===== config.mk =====
export PLATFORM = sky130hd
export DESIGN_NAME = rob_redirect_ctrl
export DESIGN_NICKNAME = d
export VERILOG_FILES = /design/src/rtl/rob_redirect_ctrl.sv
export SDC_FILE = /design/constraint.sdc
export NUM_CORES = 1
export LEC_CHECK = 0
export ABC_AREA = 1
export CORE_AREA = 2 2 86 88
export CTS_CLUSTER_SIZE = 16
export DETAILED_ROUTE_END_ITERATION = 16
export DIE_AREA = 0 0 88 90
export PLACE_DENSITY = 0.79
export SYNTH_ARGS = -nofsm -noshare
export SYNTH_HDL_FRONTEND = slang
export SYNTH_SLANG_ARGS = --single-unit

===== constraint.sdc =====
create_clock -name clk -period 2.5 [get_ports clk]
set_clock_uncertainty 0.05 [all_clocks]
set_input_delay 0.5 -clock clk [delete_from_list [all_inputs] [get_ports clk]]
set_output_delay 0.5 -clock clk [all_outputs]
set_load 0.01 [all_outputs]

===== src/rtl/rob_redirect_ctrl.sv =====
// Redirect controller inside the reorder buffer: turns commit-time mispredicts and traps
// into a PC redirect pulse, a tagged-entry flush window and a tag-clear pulse.
module rob_redirect_ctrl #(
   parameter int FLUSH_CYCLES = 2,
   parameter int CNT_W        = 16
) (
   input  logic             clk,
   input  logic             reset,
   input  logic             br_valid,
   input  logic             br_mispredict,
   input  logic [31:0]      br_target,
   output logic             br_ready,
   input  logic             trap_valid,
   input  logic [31:0]      trap_address,
   output logic             trap_ready,
   output logic [31:0]      jump_address,
   output logic             wr,
   output logic             delete_tagged,
   output logic             clear_tags,
   output logic             stall_commit,
   output logic [CNT_W-1:0] mispredict_count
);

   typedef enum logic [1:0] {IDLE, FLUSH, RECOVER} state_t;

   localparam logic [3:0] FLUSH_LOAD = 4'(FLUSH_CYCLES - 1);

   state_t      state;
   logic [3:0]  flush_cnt;
   logic        trap_take;
   logic        br_take;
   logic        redirect;
   logic [31:0] redirect_target;

   // A trap outranks a branch presented in the same cycle; the branch simply waits.
   assign trap_ready      = (state == IDLE);
   assign br_ready        = (state == IDLE) && !trap_valid;
   assign trap_take       = trap_valid && trap_ready;
   assign br_take         = br_valid && br_ready;
   assign redirect        = trap_take || (br_take && br_mispredict);
   assign redirect_target = trap_take ? trap_address : br_target;

   // wr and clear_tags default low each cycle so they can only ever be one-cycle pulses.
   always_ff @(posedge clk or posedge reset) begin
      if (reset) begin
         state            <= IDLE;
         flush_cnt        <= '0;
         jump_address     <= '0;
         wr               <= 1'b0;
         delete_tagged    <= 1'b0;
         clear_tags       <= 1'b0;
         stall_commit     <= 1'b0;
         mispredict_count <= '0;
      end else begin
         wr         <= 1'b0;
         clear_tags <= 1'b0;
         case (state)
            IDLE: begin
               if (redirect) begin
                  state         <= FLUSH;
                  wr            <= 1'b1;
                  jump_address  <= redirect_target & ~32'h3;
                  delete_tagged <= 1'b1;
                  stall_commit  <= 1'b1;
                  flush_cnt     <= FLUSH_LOAD;
                  if (mispredict_count != '1)
                     mispredict_count <= mispredict_count + CNT_W'(1);
               end else if (br_take) begin
                  clear_tags <= 1'b1;
               end
            end
            FLUSH: begin
               if (flush_cnt == 4'd0) begin
                  state         <= RECOVER;
                  delete_tagged <= 1'b0;
                  clear_tags    <= 1'b1;
               end else begin
                  flush_cnt <= flush_cnt - 4'd1;
               end
            end
            RECOVER: begin
               state        <= IDLE;
               stall_commit <= 1'b0;
            end
            default: state <= IDLE;
         endcase
      end
   end

endmodule


==> out/metrics.yaml <==
outcome:
  status: "finished, final reports clean"
grt:
  antenna_found_initial: 0
  grt_overflow_total: 0
  grt_pass1_vias: 2628
  grt_max_degree: 61
  grt_usage: 0.183
  grt_pass1_wl_um: 11700
sta:
  slew_violations: 0
  fin_tns_setup_ns: 0
  max_freq_mhz: 432
  slew_headroom: 0.645
  setup_viol: 0
  finalCritPeriodShare: 0.926
  tightest_slew_ns: 0.531
  hold_viol: 0
  grt_setup_unrepaired: "false"
  finalCriticalPeriod_ns: 2.32
  fin_hold_ws_ns: 0.441
clocking:
  cts.hold.buffers_added: 0
  cts_max_path_buffers: 2
  numCtsBuffers: 5
  cts.repair.resized: 0
  cts_tree: "built"
  cts-root-buf: "clkbuf_8"
  clock_sinks: 56
  cts.clk_slew.worst_paths_ns: 0.09
  htreeDepth: 2
  cts_setup_buffers: 0
  insertion_delay_ns: 0.30
synthesis:
  synth_top_area_frac: 0.477
  yosys.area.top_type: "dfrtp_1"
  ys_warn_count: 0
  synth_seq_cells: 56
  synthTopCellsByArea: "dfrtp_1 (48%), nand2_1 (18%), o21ai_0 (12%)"
  syn_inst: 394
  synthFlopType: "dfrtp_1"
  synth_area_um2: 2940
  synthTopCellsByCount: "nand2_1 (140), o21ai_0 (69), dfrtp_1 (56), inv_1 (49), nor2_1 (21)"
  synth_cell_types: 27
  yosysSeqAreaShare: 0.477
  synth_enable_flop_cells: 0
  syn_area_per_cell_um2: 7.45
  yosysMostFrequentCell: "nand2_1"
  ys_async_sr_fraction: 1.00
finish:
  instances_no_fill: 605
  final_nets: 577
  diodes: 0
  final_area_um2: 4280
  multiInputGateArea_um2: 1250
  layout-drive-gt1-share: 0.0514
  register_area_um2: 1400
  nFillCells: 629
  syn2layout_area_growth_pct: 45.8
detailed_routing:
  vias: 2794
  postRouteAntennaNets: 0
  drtIter0Drc: 97
  vias_per_cell: 4.62
  drc: 0
  first_pass_iters: 5
  wl_um: 7070
  avgRoutedWirePerCell_um: 11.7
setup_path:
  startpoint_type: "primary input"
  endpoint_kind: "output port"
  cp.required_ns: 1.95
  cp_max_fo: 3
  critPathKind: "primary input to output port"
  crit_arrival_ns: 1.77
run:
  drv_cap: 0
die:
  initial_utilization: 0.418
  ios: 123
  die_area_um2: 7920
  die_h_um: 90
  core_region_area_um2: 7020
  die_x_um: 88
  row_count: 31
placement:
  io_buffer_count: 116
  hpwlAfterDp_um: 5340
  gp_congestion: 0.858
  place_area_um2: 4190
  dp.cells: 597
power_and_ir_drop:
  ir_drop_mv: 0.457
  p_leak_nw: 1.99
  power.density_nw_per_um2: 918
worst_hold_path:
  hold_path.class: "flip-flop to flip-flop"
logic make-up (layout without fill, tap and decap cells):
group,Yosys count,in the layout,synth area share
xor+xnor,9,9,0.0268
compound gates,72,72,0.127
buf+inv,68,179,0.0967
simple gates,185,185,0.259
other cells,1,2,0.00128
flops,56,56,0.477
fa+ha+maj,3,3,0.0128
layout by cell type, fill, tap and decap left out, drive strengths merged:
master         count
nand2            147
clkdlybuf4s50    116
o21ai             71
dfrtp             56
inv               51
nor2              24
nand3              8
xnor2              7
clkbuf             7
nand4              5
ha                 3
buf                3
xor2               2
conb               2
clkinv             1
a21oi              1
nor3               1
clkinvlp           1
worst max-delay path, stage by stage:
cell	delay, ns
clkdlybuf4s50_1	0.45
nor3_1	0.23
clkdlybuf4s50_1	0.59
power by group:
group | internal (mW) | switching (mW) | leakage, nW
clock | 0.226 | 0.284 | 0.0445
sequential | 1.25 | 0.232 | 0.708
combinational | 0.950 | 0.985 | 1.24
total | 2.43 | 1.50 | 1.99
metal layers:
| metal | share of wire | routed length, um | global-route usage |
|---|---|---|---|
| met5 | 0 | 0 | 0 |
| met1 | 0.41 | 2880 | 0.216 |
| met2 | 0.48 | 3420 | 0.307 |
| met4 | 0.0035 | 25 | 0.0372 |
| met3 | 0.11 | 748 | 0.0781 |
state kept, by name, indices dropped and copies added (netlist names):
name and count:
wr 1, mispredict_count 16, delete_tagged 1, flush_cnt 4
state 2, clear_tags 1, stall_commit 1, jump_address 30
layout make-up:
class,instances,share of cell area
Sequential cell,56,0.327
Multi-Input combinational cell,271,0.293
Timing Repair Buffer,119,0.282
Inverter,52,0.0462
Tap cell,99,0.0289
Clock buffer,7,0.0202
Clock inverter,1,0.00175
worst paths after layout:
| kind | depth (start not counted) | from | slack, ns | endpoint |
|---|---|---|---|---|
| setup reg to reg | 8 | mispredict_count[0]$_DFFE_PP0P_ | 0.54 | mispredict_count[1]$_DFFE_PP0P_ |
| max in group asynchronous | 3 | reset | 1.64 | jump_address[26]$_DFFE_PP0P_ |
| hold / removal | 2 | jump_address[17]$_DFFE_PP0P_ | 0.44 | jump_address[17]$_DFFE_PP0P_ |
| min in group asynchronous | 3 | reset | 0.51 | mispredict_count[12]$_DFFE_PP0P_ |
| hold reg to reg | 2 | jump_address[17]$_DFFE_PP0P_ | 0.44 | jump_address[17]$_DFFE_PP0P_ |
| setup / recovery | 3 | trap_valid | 0.18 | br_ready |
stage by stage:
step	power [mW]	util	setup WS [ns]
finish	3.93	0.610	0.185
global route	4.25	0.610	0.131
CTS	3.98	0.610	0.186
detailed placement	3.45	0.596	0.182
global placement	3.38	0.596	0.228
floorplan	2.48	-	0.579
(Power assumes the default switching activity.)
